### src/rtl/inst_loader.sv
// Boot loader: assembles a little-endian word-count header and instruction words from the UART
// byte stream and writes them to instruction RAM. Define INST_LOADER_CHECKSUM_EN for a trailing sum check.
module inst_loader #(
  parameter int unsigned ADDR_WIDTH = 15,
  parameter int unsigned BASE_ADDR  = 0
) (
  input  logic                  clk,
  input  logic                  rst,
  input  logic                  start,
  input  logic                  rx_valid,
  input  logic [7:0]            rx_data,
  output logic [ADDR_WIDTH-1:0] ram_addr,
  output logic                  ram_enable,
  output logic                  ram_write_enable,
  output logic [31:0]           ram_write_data,
  output logic                  busy,
  output logic                  done,
  output logic                  err,
  output logic [ADDR_WIDTH:0]   words_loaded
);

`ifdef INST_LOADER_CHECKSUM_EN
  typedef enum logic [2:0] {StIdle, StHdr, StData, StCsum, StDone, StErr} state_e;
  localparam state_e StLoaded = StCsum;
`else
  typedef enum logic [2:0] {StIdle, StHdr, StData, StDone, StErr} state_e;
  localparam state_e StLoaded = StDone;
`endif

  localparam logic [32:0]           Depth    = 33'd1 << ADDR_WIDTH;
  localparam logic [ADDR_WIDTH-1:0] BaseAddr = ADDR_WIDTH'(BASE_ADDR);

  state_e                state_q, state_d;
  logic [1:0]            byte_idx_q, byte_idx_d;
  logic [31:0]           shift_q, shift_d;
  logic [31:0]           count_q, count_d;
  logic [ADDR_WIDTH:0]   wl_q, wl_d, wl_inc;
  logic                  ram_en_q, ram_en_d;
  logic [ADDR_WIDTH-1:0] ram_addr_q, ram_addr_d;
  logic [31:0]           ram_wdata_q, ram_wdata_d;
  logic [31:0]           word;
  logic                  in_load;
`ifdef INST_LOADER_CHECKSUM_EN
  logic [31:0]           csum_q, csum_d;
`endif

  assign in_load = (state_q == StHdr) || (state_q == StData)
`ifdef INST_LOADER_CHECKSUM_EN
                   || (state_q == StCsum)
`endif
                   ;
  assign wl_inc = wl_q + (ADDR_WIDTH+1)'(1);

  always_comb begin
    state_d     = state_q;
    byte_idx_d  = byte_idx_q;
    shift_d     = shift_q;
    count_d     = count_q;
    wl_d        = wl_q;
    ram_en_d    = 1'b0;
    ram_addr_d  = ram_addr_q;
    ram_wdata_d = ram_wdata_q;
`ifdef INST_LOADER_CHECKSUM_EN
    csum_d      = csum_q;
`endif
    // Word as it stands once the current byte lands in its lane.
    word = shift_q;
    word[8*byte_idx_q +: 8] = rx_data;

    if (start) begin
      // start wins over a coincident rx_valid; that byte is dropped.
      state_d    = StHdr;
      byte_idx_d = 2'd0;
      wl_d       = '0;
`ifdef INST_LOADER_CHECKSUM_EN
      csum_d     = '0;
`endif
    end else if (rx_valid && in_load) begin
      shift_d    = word;
      byte_idx_d = byte_idx_q + 2'd1;
      if (byte_idx_q == 2'd3) begin
        case (state_q)
          StHdr: begin
            count_d = word;
            if ({1'b0, word} > Depth) begin
              state_d = StErr;
            end else if (word == '0) begin
              state_d = StLoaded;
            end else begin
              state_d = StData;
            end
          end
          StData: begin
            ram_en_d    = 1'b1;
            ram_addr_d  = BaseAddr + wl_q[ADDR_WIDTH-1:0];
            ram_wdata_d = word;
            wl_d        = wl_inc;
`ifdef INST_LOADER_CHECKSUM_EN
            csum_d      = csum_q + word;
`endif
            if (32'(wl_inc) == count_q) begin
              state_d = StLoaded;
            end
          end
`ifdef INST_LOADER_CHECKSUM_EN
          StCsum: state_d = (word == csum_q) ? StDone : StErr;
`endif
          default: ;
        endcase
      end
    end
  end

  always_ff @(posedge clk or posedge rst) begin
    if (rst) begin
      state_q     <= StIdle;
      byte_idx_q  <= 2'd0;
      shift_q     <= '0;
      count_q     <= '0;
      wl_q        <= '0;
      ram_en_q    <= 1'b0;
      ram_addr_q  <= '0;
      ram_wdata_q <= '0;
`ifdef INST_LOADER_CHECKSUM_EN
      csum_q      <= '0;
`endif
    end else begin
      state_q     <= state_d;
      byte_idx_q  <= byte_idx_d;
      shift_q     <= shift_d;
      count_q     <= count_d;
      wl_q        <= wl_d;
      ram_en_q    <= ram_en_d;
      ram_addr_q  <= ram_addr_d;
      ram_wdata_q <= ram_wdata_d;
`ifdef INST_LOADER_CHECKSUM_EN
      csum_q      <= csum_d;
`endif
    end
  end

  assign ram_addr         = ram_addr_q;
  assign ram_enable       = ram_en_q;
  assign ram_write_enable = ram_en_q;
  assign ram_write_data   = ram_wdata_q;
  assign busy             = in_load;
  assign done             = (state_q == StDone);
  assign err              = (state_q == StErr);
  assign words_loaded     = wl_q;

endmodule

### config.mk
export PLATFORM = sky130hd
export DESIGN_NAME = inst_loader
export DESIGN_NICKNAME = d
export VERILOG_FILES = /design/src/rtl/inst_loader.sv
export SDC_FILE = /design/constraint.sdc
export NUM_CORES = 1
export LEC_CHECK = 0
export ABC_AREA = 1
export CORE_MARGIN = 2
export CORE_UTILIZATION = 45
export DETAILED_ROUTE_END_ITERATION = 8
export PLACE_DENSITY_LB_ADDON = 0.05
export SLEW_MARGIN = 40
export SYNTH_ARGS = -nofsm -noshare
export SYNTH_HDL_FRONTEND = slang
export SYNTH_SLANG_ARGS = --single-unit
### constraint.sdc
create_clock -name clk -period 5.9 [get_ports clk]
set_input_delay 1.18 -clock clk [delete_from_list [all_inputs] [get_ports clk]]
set_output_delay 1.18 -clock clk [all_outputs]
set_load 0.01 [all_outputs]
======== Word level (Yosys, flattened, before mapping) ========
Cells that the tools add are included.
storage, ports and cells
  memory bits (writable) .................. 0
  logic and storage cells ................. 52
  output and inout bits ................... 68
  register bits after elaboration ......... 133
  latch bits .............................. 0
  bits of input ports ..................... 12
  memories ................................ 0
  memory bits (read-only) ................. 0
operators by class
  multiply operators ...................... 0
  divide/modulo/power cells ............... 0
  bitwise gates (word level) .............. 1
  $lt $le $gt $ge ......................... 1
  equal/unequal tests ..................... 7
  muxes and demuxes ....................... 18
  $add $sub $neg .......................... 3
  reduce and logical (&&, ||, !) cells .... 12
  shifts and indexed selects .............. 2
operators by type and width
  kind                                                              count
  two-way mux 16 bit                                                4
  negation 5 -> 34 bit                                              1
  variable shift 8 x 34 -> 32 bit (first input constant)            1
  indexed part select 8 x 34 -> 32 bit                              1
  bitwise mux 32 bit                                                1
  == test 16 x 32 -> 1 bit                                          1
  greater-than comparator 32 x 16 -> 1 bit (second input constant)  1
  zero test 32 bit                                                  1
  adder 16 x 1 -> 16 bit (second input constant)                    1
  two-way mux 3 bit                                                 5
  AND reduction 4 bit                                               3
  == test 3 x 2 -> 1 bit (second input constant)                    2
  case mux 3 bit (2 select lines)                                   1
  nonzero test 2 bit                                                3
  two-way mux 1 bit                                                 5
  two-way mux 2 bit                                                 2
  == test 3 x 1 -> 1 bit (second input constant)                    1
  == test 3 bit (second input constant)                             1
  inequality test 3 x 2 -> 1 bit (second input constant)            1
  AND reduction 3 bit                                               1
  nonzero test 3 bit                                                1
  adder 2 x 1 -> 2 bit (second input constant)                      1
  == test 2 bit (second input constant)                             1
  AND reduction 2 bit                                               1
  other kinds (3)                                                   3

======== Longest topological paths before layout ========
  depth after elaboration ................. 10
  gate-level depth with buffers ........... 16
  gate-level depth less buffers ........... 16

======== Worst setup path after synthesis ========
OpenSTA, ideal clock, no wires.
  path kind ............................... input-to-reg
  start ................................... in rx_data[1]
  end ..................................... reg state_q[0]
  stages .................................. 11
  data required time ...................... 5.835 ns
  arrival time ............................ 2.200 ns
  buffers on the path ..................... 0
  setup slack ............................. 3.635 ns
  library setup time ...................... 0.065 ns
  cells stage by stage .................... nand2_1 > nor2_1 > a21oi_1 > nand3_1 > nor2_1 > nand2_1 > nand2_1 > nand2_1 > o21ai_0 > nand3_1 > nand2_1
on the way
  word-level cells in the longest chain between the ends .. 9
  elaborated cells between the ends (all ways) .. 10
  those cells by class .................... order compare (1); shift (1); mux (7); reduce/logical (1)
RTL lines
  element                                                                           line  source
  from (decl)                                                                       11    input logic [7:0] rx_data,
  indexed part select 8 x 34 -> 32 bit *                                            68    word[8*byte_idx_q +: 8] = rx_data;
  bitwise mux 32 bit *                                                              68
  branches (longest 2 deep; another with greater-than comparator 32 x 16 -> 1 bit)  --
  two-way mux 3 bit *                                                               85    if ({1'b0, word} > Depth) begin
  case mux 3 bit (2 select lines) *                                                 82    case (state_q)
  two-way mux 3 bit *                                                               81    if (byte_idx_q == 2'd3) begin
  two-way mux 3 bit *                                                               78    end else if (rx_valid && in_load) begin
  two-way mux 3 bit *                                                               70    if (start) begin
  to (signal assigned)                                                              116   state_q <= StIdle;
  to (signal assigned)                                                              128   state_q <= state_d;
  to (decl)                                                                         33    state_e state_q, state_d;
Every way passes the cells marked *. The select of a mux whose other input is x is not followed.
A chain may end at the register's enable or synchronous reset.

======== Worst setup path after layout ========
  start ................................... in start
  end ..................................... reg ram_addr_q[3], in the netlist ram_addr[3]
on the way
  word-level cells in the longest chain between the ends .. 2
RTL lines
  element                        line  source
  from (decl)                    9     input logic start,
  inverter 1 bit (no line)       --
  AND reduction 4 bit (no line)  --
  to (signal assigned)           134   ram_addr_q <= ram_addr_d;
  to (decl)                      39    logic [ADDR_WIDTH-1:0] ram_addr_q, ram_addr_d;
Every way passes these cells.

==> results_dict.tcl <==
set metrics [dict create \
    outcome "finished clean" \
    overflow 0 \
    slowest_stage "clkdlybuf4s50_1" \
    path_depth 6 \
    clk_path_buf_depth 2 \
    cts_max_level 4 \
    fmax_mhz 294.5 \
    finClkSkew_ns 0.004789 \
    hold_depth 2 \
    dr_total_vias 5412 \
    p_comb_frac 0.146 \
    drc 0 \
    worst_ep_arrival_time_ns 3.67 \
    yosysTopAreaCellShare 0.5142 \
    cts_root_buf "clkbuf_16" \
    p_int_mw 1.740 \
    avgRoutedWirePerCell_um 14.59 \
    cap_viol_max_count 0 \
    rr_worst_depth 8 \
    cts_setup_buffers 0 \
    core_um2 13990 \
    dieArea_um2 15360 \
    cts_made_buffers 17 \
    fp.dieW_um 123.9 \
    dr.pass1.iters 5 \
    required_ns 6.17 \
    relSlewSlack 0.4575 \
    grt_usage 0.2160 \
    gp_congestion 0.8700 \
    switching_share 0.2818 \
    cts_tree "built" \
    grt_antenna_before_repair 0 \
    routed_wl_mm 15.38 \
    path_class "input port to flop" \
    viasPerCell 5.135 \
    whs_ns 0.4821 \
    path_clk_slew_ns 0.06 \
    grt_pass1_vias 5125 \
    p_switching_mw 0.6826 \
    placedCellCount 1022 \
    area_growth_syn_to_layout_pct 23.04 \
    ys_seq_area_frac 0.5142 \
    drtIter0Drc 453 \
    cts.sinks 133 \
    cts.repair.resized 0 \
    timing.setup.tns_ns 0 \
    finalHoldViolCount 0 \
    dp_hpwl_mm 11.03 \
    pwr-share-clk 0.447 \
    grt_pass1_wl_mm 25.40 \
    synth_top_area_cell "dfrtp_1" \
    row_count 43 \
    nNetsFinal 880 \
    syn-num-nets 805 \
    antenna_cells 0 \
    ios 80 \
    ys_ff_latch 133 \
    crit_family "buffers and inverters" \
    tightest_slew_ns 0.8137 \
    path_buf_inv 3 \
    power.density_nw_per_um2 304.1 \
    finalSetupViolCount 0 \
    drive_gt1_frac 0.1053 \
    power_frac_seq 0.407 \
    synth.cell_area_um2 6472 \
    cellLeakagePower_nw 3.549 \
    max_stage_delay_ns 0.56 \
    worstPathCellList "clkdlybuf4s50_1 > nor3_4 > clkinv_2 > buf_4 > nand2_1 > o21ai_1" \
    post-route-min-period_ns 3.396 \
    die_h_um 123.9 \
    insertion_delay_ns 0.42 \
    period_share 0.5756 \
    hold_class "flop to flop" \
    synth_area_per_cell_um2 8.235 \
    yosys-top-cells-area "dfrtp_1 (51%), nand2_1 (14%), o21ai_0 (6.0%)" \
    initial_core_util 0.4627 \
    yosysWarnings 0 \
    fin_cells 1054 \
    path_max_fanout 70 \
    ant_nets 0 \
    drv_slew 0 \
    synth_cell_types 35 \
    vdd.ir_drop.worst_mv 0.2307 \
    cp-start-kind "input port" \
    syn_inst 786 \
    io_buffer_count 79 \
    cts_hold_repair.buffers 0 \
    rsz0062_at_grt "no" \
    cp-end-kind "flop" \
    grt_max_degree 71 \
]
logic make-up after synthesis:
logic type / after synthesis / share of synthesized area
AND/OR/NAND/NOR: 395 / 0.2616
AO/OA/AOI/OAI: 158 / 0.1446
flip-flops: 133 / 0.5142
buffers and inverters: 92 / 0.06476
adder cells (fa/ha/maj): 7 / 0.01353
XOR/XNOR: 1 / 0.001353
cell usage in the layout (no fill, tap or decap), types with 5 or more instances in the layout:
master	instances
nand4_1	5
nand2_2	9
a21oi_1	17
clkbuf_16	17
nand3_1	46
o21ai_2	16
ha_1	7
clkinv_2	7
nor2_1	69
inv_1	60
nand3b_1	5
o22ai_2	10
clkdlybuf4s50_1	79
o21ai_1	33
o21ai_0	78
dfrtp_1	133
nand2_1	241
power by group through the flow:
stage	combinational [mW]	sequential [mW]	clock, mW
floorplan	0.249	0.995	0
global placement	0.347	1.00	0
detailed placement	0.357	1.00	0
CTS	0.359	0.986	1.10
global route	0.406	0.991	1.15
finish	0.353	0.987	1.08
registers in the layout (all words and copies together), names as in the netlist:
| register | flops |
|---|---|
| ram_write_data | 32 |
| ram_enable | 1 |
| byte_idx_q | 2 |
| shift_q | 32 |
| words_loaded | 16 |
| state_q | 3 |
| count_q | 32 |
| ram_addr | 15 |
cells in the mapped netlist (all sizes together):
| library cell | n |
|---|---|
| nand3 | 49 |
| nand3b | 5 |
| buf | 15 |
| o21ai | 127 |
| xnor2 | 1 |
| ha | 7 |
| nand4 | 5 |
| dfrtp | 133 |
| a21oi | 17 |
| inv | 65 |
| or2 | 3 |
| and2 | 2 |
| nor2 | 75 |
| clkbuf | 12 |
| nand2 | 251 |
| o21a | 1 |
| a21boi | 2 |
| o21bai | 1 |
| o22ai | 10 |
| nor3 | 5 |
per-stage QoR:
stage | power [mW] | cell area [um^2] | setup WS (ns) | utilization
6_report | 2.422 | 7964 | 2.504 | 0.5693
5_1_grt | 2.551 | 7964 | 2.346 | 0.5693
4_1_cts | 2.447 | 7963 | 2.548 | 0.5692
3_5_place_dp | 1.359 | 7355 | 2.100 | 0.5258
3_3_place_gp | 1.346 | 7347 | 2.181 | 0.5252
2_1_floorplan | 1.244 | 6472 | 1.166 | -
final timing paths:
path | start | to | slack, ns
setup / recovery | start | ram_addr[3]$_DFFE_PP0P_ | 2.50
hold / removal | ram_write_data[5]$_DFFE_PP0P_ | ram_write_data[5]$_DFFE_PP0P_ | 0.48
setup reg to reg | state_q[2]$_DFFE_PP0P_ | ram_addr[3]$_DFFE_PP0P_ | 2.91
hold reg to reg | ram_write_data[5]$_DFFE_PP0P_ | ram_write_data[5]$_DFFE_PP0P_ | 0.48
max in group asynchronous | rst | count_q[14]$_DFFE_PP0P_ | 3.66
min in group asynchronous | rst | ram_write_data[29]$_DFFE_PP0P_ | 1.22
cell type report:
cell class / count / area, um^2
Multi-Input combinational cell: 561 / 2733
Clock inverter: 13 / 155.1
Inverter: 65 / 249.0
Sequential cell: 133 / 3328
Fill cell: 1276 / 6025
Tap cell: 180 / 225.2
Clock buffer: 19 / 452.9
Timing Repair Buffer: 83 / 820.8
worst reg2reg max path, cell delays in order, from the launching register on:
cell and delay, ns:
dfrtp_1 0.42, nor3_2 0.30, or2_2 0.19, nand3_2 0.10, nor3_4 0.41, clkinv_2 0.57, buf_4 0.51, nand2_1 0.26
o21ai_1 0.08
per-layer routing:
layer	track usage	up-vias	wire length, um
li1	-	2702	-
met1	0.2898	2545	7158
met2	0.3451	143	7226
met4	0.06601	0	212
met5	0	-	0
met3	0.05678	22	780
Note: power is estimated with default switching activity, not from simulation.
